### src/rtl/cache_rd_arbiter.sv
// -----------------------------------------------------------------------------
// cache_rd_arbiter
//
// Purpose:
//   Shares one AXI read address/data channel pair between the instruction-cache
//   and data-cache refill interfaces. One AR request is granted at a time. The
//   data cache has priority, and a starvation counter hands the next contested
//   grant to the instruction cache after STARVE_MAX consecutive data-cache wins.
//   Each request carries a per-source ARID, and R beats are steered back to
//   the owning cache by RID. A data-cache read to a line with a pending write
//   is held off until the write drains.
//
// Ports:
//   aclk, areset                  clock, asynchronous active-high reset
//   icache_rd_* / dcache_rd_*     cache read request (req/type/addr in, rdy out)
//   icache_ret_* / dcache_ret_*   returned beats (valid/last/data out)
//   wr_pending, wr_pending_addr   data-cache write buffer status
//   ar* / arvalid / arready       AXI read address channel (master side)
//   rid/rdata/rlast/rvalid/rready AXI read data channel (master side)
//   rd_err                        sticky flag: R beat with unknown/idle RID
// -----------------------------------------------------------------------------
module cache_rd_arbiter #(
  parameter logic [3:0]  ICACHE_ID  = 4'd0,
  parameter logic [3:0]  DCACHE_ID  = 4'd1,
  parameter int unsigned STARVE_MAX = 4
) (
  input  logic        aclk,
  input  logic        areset,

  input  logic        icache_rd_req,
  input  logic [2:0]  icache_rd_type,
  input  logic [31:0] icache_rd_addr,
  output logic        icache_rd_rdy,
  output logic        icache_ret_valid,
  output logic        icache_ret_last,
  output logic [31:0] icache_ret_data,

  input  logic        dcache_rd_req,
  input  logic [2:0]  dcache_rd_type,
  input  logic [31:0] dcache_rd_addr,
  output logic        dcache_rd_rdy,
  output logic        dcache_ret_valid,
  output logic        dcache_ret_last,
  output logic [31:0] dcache_ret_data,

  input  logic        wr_pending,
  input  logic [31:0] wr_pending_addr,

  output logic [3:0]  arid,
  output logic [31:0] araddr,
  output logic [7:0]  arlen,
  output logic [2:0]  arsize,
  output logic [1:0]  arburst,
  output logic        arvalid,
  input  logic        arready,

  input  logic [3:0]  rid,
  input  logic [31:0] rdata,
  input  logic        rlast,
  input  logic        rvalid,
  output logic        rready,

  output logic        rd_err
);

  localparam int unsigned CW = (STARVE_MAX < 1) ? 1 : $clog2(STARVE_MAX + 1);
  localparam logic [CW-1:0] STARVE_LIM = CW'(STARVE_MAX);

  typedef enum logic {
    S_IDLE,
    S_SEND
  } state_t;

  state_t        state;
  logic          busy_i;
  logic          busy_d;
  logic          ar_src_d;
  logic [CW-1:0] starve_cnt;

  logic          hazard;
  logic          elig_i;
  logic          elig_d;
  logic          pick_i;
  logic          pick_d;
  logic          grant_i;
  logic          grant_d;
  logic [2:0]    sel_type;
  logic [31:0]   sel_addr;
  logic          sel_line;
  logic          hit_i;
  logic          hit_d;
  logic          stray;

  // Only the line index matters for the write hazard, so the low nibble of the
  // pending-write address is intentionally ignored.
  logic          unused_wr_low;
  assign unused_wr_low = ^wr_pending_addr[3:0];

  assign hazard = wr_pending && (dcache_rd_addr[31:4] == wr_pending_addr[31:4]);
  assign elig_i = icache_rd_req && !busy_i;
  assign elig_d = dcache_rd_req && !busy_d && !hazard;

  // The data cache wins a contested cycle unless the icache has already lost
  // STARVE_MAX times in a row; an uncontested eligible requester always wins.
  assign pick_i  = elig_i && (!elig_d || (starve_cnt == STARVE_LIM));
  assign pick_d  = elig_d && !pick_i;
  assign grant_i = (state == S_IDLE) && pick_i;
  assign grant_d = (state == S_IDLE) && pick_d;

  // The reset term is kept out of the grant path that feeds the flops and is
  // applied only on the outputs, so nothing is offered while reset is held.
  assign icache_rd_rdy = grant_i && !areset;
  assign dcache_rd_rdy = grant_d && !areset;
  assign rready        = !areset;
  assign arburst       = 2'b01;

  // AR fields for whichever source is granted this cycle.
  assign sel_type = grant_d ? dcache_rd_type : icache_rd_type;
  assign sel_addr = grant_d ? dcache_rd_addr : icache_rd_addr;
  assign sel_line = (sel_type == 3'b100);

  // R beats are forwarded only to a source that actually has a read in
  // flight; anything else is dropped and flagged.
  assign hit_i = rvalid && (rid == ICACHE_ID) && busy_i;
  assign hit_d = rvalid && (rid == DCACHE_ID) && busy_d;
  assign stray = rvalid && !hit_i && !hit_d;

  assign icache_ret_valid = hit_i;
  assign icache_ret_last  = hit_i && rlast;
  assign icache_ret_data  = hit_i ? rdata : 32'd0;
  assign dcache_ret_valid = hit_d;
  assign dcache_ret_last  = hit_d && rlast;
  assign dcache_ret_data  = hit_d ? rdata : 32'd0;

  // AR-side state machine. A grant latches the request into the AR registers
  // and moves to SEND; the fields are then frozen until arready, so the slave
  // sees a stable request for as long as it stalls.
  always_ff @(posedge aclk or posedge areset) begin
    if (areset) begin
      state    <= S_IDLE;
      arvalid  <= 1'b0;
      arid     <= 4'd0;
      araddr   <= 32'd0;
      arlen    <= 8'd0;
      arsize   <= 3'd0;
      ar_src_d <= 1'b0;
    end else begin
      case (state)
        S_IDLE: begin
          if (grant_i || grant_d) begin
            state    <= S_SEND;
            arvalid  <= 1'b1;
            ar_src_d <= grant_d;
            arid     <= grant_d ? DCACHE_ID : ICACHE_ID;
            araddr   <= sel_line ? {sel_addr[31:4], 4'b0000} : sel_addr;
            arlen    <= sel_line ? 8'd3 : 8'd0;
            arsize   <= sel_line ? 3'd2 : {1'b0, sel_type[1:0]};
          end
        end
        S_SEND: begin
          if (arready) begin
            state   <= S_IDLE;
            arvalid <= 1'b0;
          end
        end
        default: begin
          state   <= S_IDLE;
          arvalid <= 1'b0;
        end
      endcase
    end
  end

  // Per-source outstanding flags. A source becomes busy when its AR handshake
  // completes and is freed by its last R beat. Both events may happen in the
  // same cycle for different sources and are applied independently.
  always_ff @(posedge aclk or posedge areset) begin
    if (areset) begin
      busy_i <= 1'b0;
      busy_d <= 1'b0;
    end else begin
      if (hit_i && rlast) begin
        busy_i <= 1'b0;
      end
      if (hit_d && rlast) begin
        busy_d <= 1'b0;
      end
      if (arvalid && arready) begin
        if (ar_src_d) begin
          busy_d <= 1'b1;
        end else begin
          busy_i <= 1'b1;
        end
      end
    end
  end

  // Starvation counter: counts dcache grants taken while the icache was
  // asking, saturating at the limit. Any icache grant, or a dcache grant with
  // no icache demand, starts the count over.
  always_ff @(posedge aclk or posedge areset) begin
    if (areset) begin
      starve_cnt <= '0;
    end else if (grant_i) begin
      starve_cnt <= '0;
    end else if (grant_d) begin
      if (!icache_rd_req) begin
        starve_cnt <= '0;
      end else if (starve_cnt != STARVE_LIM) begin
        starve_cnt <= starve_cnt + CW'(1);
      end
    end
  end

  // Sticky error for beats nobody owns; only reset clears it.
  always_ff @(posedge aclk or posedge areset) begin
    if (areset) begin
      rd_err <= 1'b0;
    end else if (stray) begin
      rd_err <= 1'b1;
    end
  end

endmodule
### config.mk
export PLATFORM = sky130hd
export DESIGN_NAME = cache_rd_arbiter
export DESIGN_NICKNAME = d
export VERILOG_FILES = /design/src/rtl/cache_rd_arbiter.sv
export SDC_FILE = /design/constraint.sdc
export NUM_CORES = 1
export LEC_CHECK = 0
export ABC_AREA = 1
export BUFFER_PORTS_ARGS = -buffer_cell sky130_fd_sc_hd__buf_2
export CAP_MARGIN = 15
export CORE_AREA = 2 2 105 107
export CTS_BUF_LIST = sky130_fd_sc_hd__clkbuf_4 sky130_fd_sc_hd__clkbuf_8
export DETAILED_ROUTE_END_ITERATION = 8
export DIE_AREA = 0 0 107 109
export GPL_TIMING_DRIVEN = 1
export MAX_ROUTING_LAYER = met4
export PLACE_DENSITY_LB_ADDON = 0.2
export SETUP_SLACK_MARGIN = 0.15
export SLEW_MARGIN = 20
export SYNTH_ARGS = -nofsm -noshare
export SYNTH_HDL_FRONTEND = slang
export SYNTH_SLANG_ARGS = --single-unit
### constraint.sdc
create_clock -name aclk -period 3.9 [get_ports aclk]
set_input_delay 0.195 -clock aclk [delete_from_list [all_inputs] [get_ports aclk]]
set_output_delay 0.195 -clock aclk [all_outputs]
set_load 0.01 [all_outputs]
### After elaboration in Yosys (flattened, before gate mapping)

Cells that the tools add are included.

| storage, ports and cells | value |
|---|---|
| bits in registers | 56 |
| output and inout port bits | 122 |

| operators by class | value |
|---|---|
| add/subtract/negate cells | 1 |
| equality and inequality tests | 8 |
| multiplexer cells | 24 |
| bitwise gates (word level) | 1 |
| reduce and logical (&&, ||, !) cells | 34 |

Operators by type and width:

| kind | number |
|---|---|
| 32-bit two-way mux | 3 |
| 28-bit equality test | 1 |
| 1-bit logical AND | 19 |
| 3-bit two-way mux | 5 |
| 1-bit two-way mux | 11 |
| 1-bit zero test | 8 |
| 3-bit equality test, second input constant | 2 |
| 2-bit AND reduction | 3 |
| 4-bit by 1-bit equality test with 1-bit output, second input constant | 1 |
| 4-bit zero test | 1 |
| 2-bit two-way mux | 2 |
| 4-bit two-way mux | 1 |
| 1-bit one-hot mux with 2 select lines | 2 |
| 3-bit by 1-bit adder with 3-bit output, second input constant | 1 |
| 3-bit by 1-bit inequality test with 1-bit output, second input constant | 1 |
| 3-bit inequality test, second input constant | 1 |
| 1-bit logical OR | 2 |
| 2-bit by 1-bit inequality test with 1-bit output, second input constant | 1 |
| 2-bit inequality test, second input constant | 1 |
| 2-bit nonzero test | 1 |
| 1-bit inverter | 1 |

### Longest topological paths before layout

| logic depth | value |
|---|---|
| depth after elaboration | 13 |
| gate-level depth with buffers | 16 |

### Worst setup path before layout

No wires, ideal clock.

| path | value |
|---|---|
| path type | reg2reg |
| from | register starve_cnt[0] |
| to | register araddr[0] |
| setup time | 117 ps |
| arrival time | 1460 ps |
| required time | 3783 ps |
| setup slack | 2323 ps |
| stages on the path, launching flop included | 11 |
| path buffers | 1 |
| period minus slack after synthesis | 1577 ps |
| cell sequence | dfrtp_1 -> inv_1 -> ha_1 -> nand2_1 -> o2111ai_2 -> buf_6 -> nand2_1 -> nand2_1 -> nand3_4 -> nand3_1 -> nand2_1 |

| between the ends | value |
|---|---|
| word-level cells in the longest chain between the ends | 9 |
| elaborated cells on any way between the ends | 13 |
| those cells by class | 2 x eq/ne; 3 x mux; 8 x reduce/logical |

RTL lines:

| what | RTL line | source |
|---|---|---|
| start: declaration | 78 | `logic [CW-1:0] starve_cnt;` |
| start signal: assignment | 210 | `starve_cnt <= starve_cnt + CW'(1);` |
| 3-bit equality test * | 105 | `assign pick_i = elig_i && (!elig_d \|\| (starve_cnt == STARVE_LIM));` |
| 1-bit logical OR * | 105 |  |
| 1-bit logical AND * | 105 |  |
| 1-bit zero test | 106 | `assign pick_d = elig_d && !pick_i;` |
| 1-bit logical AND | 106 |  |
| 1-bit logical AND | 108 | `assign grant_d = (state == S_IDLE) && pick_d;` |
| 3-bit two-way mux | 118 | `assign sel_type = grant_d ? dcache_rd_type : icache_rd_type;` |
| 3-bit equality test | 120 | `assign sel_line = (sel_type == 3'b100);` |
| 4-bit two-way mux | 155 | `araddr <= sel_line ? {sel_addr[31:4], 4'b0000} : sel_addr;` |
| end signal: assignment | 155 |  |
| end: declaration | 50 | `output logic [31:0] araddr,` |

Every way passes the cells marked *; elsewhere a longest branch is shown, timed or not.
A chain may end at the register's enable or synchronous reset.

### Worst setup path after layout

| path | value |
|---|---|
| from | register starve_cnt[0] |
| to | register araddr[14] |

| between the ends | value |
|---|---|
| word-level cells in the longest chain between the ends | 8 |
| elaborated cells on any way between the ends | 10 |
| those cells by class | 1 x eq/ne; 1 x mux; 8 x reduce/logical |

RTL lines:

| what | RTL line | source |
|---|---|---|
| 3-bit equality test * | 105 |  |
| 1-bit logical OR * | 105 |  |
| 1-bit logical AND * | 105 |  |
| 1-bit zero test | 106 |  |
| 1-bit logical AND | 106 |  |
| 1-bit logical AND | 108 |  |
| 1-bit logical OR | 150 | `if (grant_i \|\| grant_d) begin` |
| 2-bit AND reduction (no line) | -- |  |

Marked as above.

==> impl_metrics.py <==
metrics = {
    "finish": {
        "final_nets": 923,
        "multi_input_comb_area_um2": 1660,
        "drive_above_1_share": 0.364,
        "register_area_um2": 1100,
        "nFillCells": 1156,
        "area_growth_pct": 41.5,
        "final_cell_area_um2": 4740,
    },
    "synth": {
        "synth_edf_count": 0,
        "synthAdderAreaFrac": 0.00747,
        "synthCells": 537,
        "async_flop_share": 1.00,
        "ys.flop_type": "dfrtp_1",
        "synth_top_family_by_area": "simple AND/OR/NAND/NOR gates",
        "yosysSeqAreaShare": 0.328,
        "synthTopCellsByArea": "dfrtp_1, nand2_1, nor2_1",
        "synth-xor-area-share": 0.0183,
        "yosys_warnings": 0,
        "synth.distinct_cells": 33,
        "syn_avg_cell_area_um2": 6.24,
        "synthSimpleGateAreaFrac": 0.363,
        "synth_area_um2": 3350,
        "yosys.cell_count.top_type": "nand2_1",
        "synth_mux_area_frac": 0,
        "synth_top_area_cell": "dfrtp_1",
        "synth-compound-area-share": 0.0896,
        "synth_top_area_frac": 0.328,
        "synth_common_cells": "nand2_1, nor2_1, inv_1",
        "ys_ff_latch": 44,
    },
    "floorplanning": {
        "core-area_um2": 10600,
        "placementRows": 38,
        "die_h_um": 109,
        "pin_count": 268,
        "start_util": 0.316,
        "die_area_um2": 11700,
        "die_w_um": 107,
    },
    "cts": {
        "clockBufferDepth": 2,
        "cts_buffers": 5,
        "cts.root.buffer_cell": "clkbuf_8",
        "clock_sinks": 44,
        "post_cts_resized": 0,
        "clk_latency_ns": 0.30,
        "cts-htree-levels": 2,
        "tritoncts": "yes",
        "clk_pin_slew_worst_paths_ns": 0.10,
        "holdBufCountCts": 0,
        "cts_setup_buffers": 0,
    },
    "timing": {
        "slew_headroom": 0.297,
        "hold_viol": 0,
        "clock_skew_ns": 0.0133,
        "rsz0062_at_grt": "no",
        "clock.fmax_mhz": 366,
        "drv_slew": 0,
        "min_period_over_period": 0.700,
        "fin_crit_ns": 2.73,
        "fin_setup_tns_ns": 0,
        "worstMarginPinSlew_ns": 1.05,
        "setup_viol": 0,
    },
    "critical_path": {
        "path_cells": "inv_1 > ha_1 > nand2_1 > o2111ai_4 > buf_4 > inv_1 > nand2_1 > a31oi_1",
        "crit_family": "buffers and inverters",
        "required_ns": 4.12,
        "reg2reg_depth": 8,
        "cpPeakStageDelay_ns": 0.78,
        "crit_fanout": 32,
        "start_kind": "flip-flop",
        "path_depth": 8,
        "r2r_slack_ns": 1.17,
        "cp-end-kind": "flip-flop",
        "worstPathArrival_ns": 2.95,
        "cp_num_buf_inv": 3,
        "slowest_stage": "inv_1",
        "crit_type": "reg2reg",
    },
    "routing": {
        "via_per_inst": 4.36,
        "wl_mm": 11.6,
        "drtIter0Drc": 144,
        "postRouteAntennaNets": 0,
        "drc": 0,
        "wl_per_cell_um": 12.6,
        "drt_first_pass_iters": 4,
        "num_vias": 3999,
    },
    "pwr": {
        "cellPowerDensity_nw_per_um2": 457,
        "vdd_drop_max_mv": 0.230,
        "power_leakage_nw": 3.03,
    },
    "job": {
        "max_cap_viol_count": 0,
    },
    "worst_hold_path": {
        "hold_class": "in2async",
    },
    "placement": {
        "hpwlAfterDp_mm": 9.40,
        "io_buffer_count": 251,
        "gp_congestion": 0.778,
        "dpl_cell_area_um2": 4610,
    },
    "global_routing": {
        "grt_remaining_overflow": 0,
        "grt_pass1_vias": 3709,
        "grt_usage": 0.200,
        "grt_max_degree": 64,
        "antenna_found_initial": 3,
        "grt_pass1_wl_mm": 17.7,
    },
    "outcome": {
        "status": "finished clean",
    },
}
==> final timing paths <==
| check | from | endpoint |
|---|---|---|
| max reg2reg | starve_cnt[0]$_DFFE_PP0P_ | araddr[14]$_DFFE_PP0P_ |
| min | areset | araddr[27]$_DFFE_PP0P_ |
| min reg2reg | araddr[0]$_DFFE_PP0P_ | araddr[0]$_DFFE_PP0P_ |
| max in group asynchronous | areset | starve_cnt[1]$_DFFE_PP0P_ |
| min in group aclk | arready | state$_DFF_PP0_ |
| max | starve_cnt[0]$_DFFE_PP0P_ | araddr[14]$_DFFE_PP0P_ |
==> placed cells by master (no fill, tap or decap), drive strengths merged, types with 3 or more instances in the layout <==
cell and instances:
conb 12, buf 255, dfrtp 44, clkbuf 5
nand2 170, o21ai 12, xor2 3, diode 3
nand3 12, inv 101, nor2 114, a31oi 28
xnor2 4
==> where the power goes <==
group	internal (mW)	total, mW	switching [mW]
registers	0.664	0.785	0.121
logic	0.393	0.963	0.570
clock network	0.253	0.421	0.168
==> layout make-up <==
| class | instances | share of cell area |
|---|---|---|
| multi-input combinational | 367 | 0.350 |
| timing repair buffer | 255 | 0.271 |
| sequential | 44 | 0.232 |
| inverter | 102 | 0.0810 |
| tap | 140 | 0.0369 |
| clock buffer | 5 | 0.0145 |
| clock inverter | 2 | 0.0127 |
| antenna | 3 | 0.00158 |
==> metrics by stage <==
| step | power, mW | cells | util | hold WS [ns] | setup WS [ns] |
|---|---|---|---|---|---|
| after global routing | 2.36 | 918 | 0.447 | 0.118 | 0.928 |
| after detailed placement | 1.77 | 908 | 0.434 | 0.445 | 1.14 |
| after CTS | 2.20 | 915 | 0.447 | 0.118 | 1.14 |
| after global placement | 1.74 | 908 | 0.434 | 0.435 | 1.16 |
| after floorplan | 1.42 | 547 | - | 0.291 | 2.32 |
| final | 2.17 | 918 | 0.447 | 0.0540 | 1.17 |
==> logic make-up after synthesis <==
| logic type | after synthesis |
|---|---|
| AOI/OAI and AO/OA | 46 |
| other | 2 |
| and+or+nand+nor | 300 |
| adders and majority gates | 2 |
| xor gates and xnor gates | 7 |
| buffers and inverters | 136 |
| DFF | 44 |
==> routing by layer <==
metal / GRT usage / vias up / wire length [µm]
li1: - / 2041 / -
met1: 0.204 / 1769 / 4430
met2: 0.388 / 175 / 6060
met3: 0.0383 / 14 / 835
met4: 0.0557 / 0 / 263
met5: - / - / 0
==> worst reg2reg max path, stage by stage, from the launching register on <==
cell and delay [ns]:
dfrtp_1 0.38, inv_1 0.08, ha_1 0.19, nand2_1 0.18, o2111ai_4 0.32, buf_4 0.31
inv_1 0.78, nand2_1 0.24, a31oi_1 0.20
==> sequential cells by signal, summed over array words and instances, names as in the netlist <==
name        cells
arsize          2
busy_i          1
starve_cnt      3
rd_err          1
araddr         32
ar_src_d        1
busy_d          1
arlen           1
arvalid         1
state           1
No activity file was read; power rests on OpenSTA's default activity.
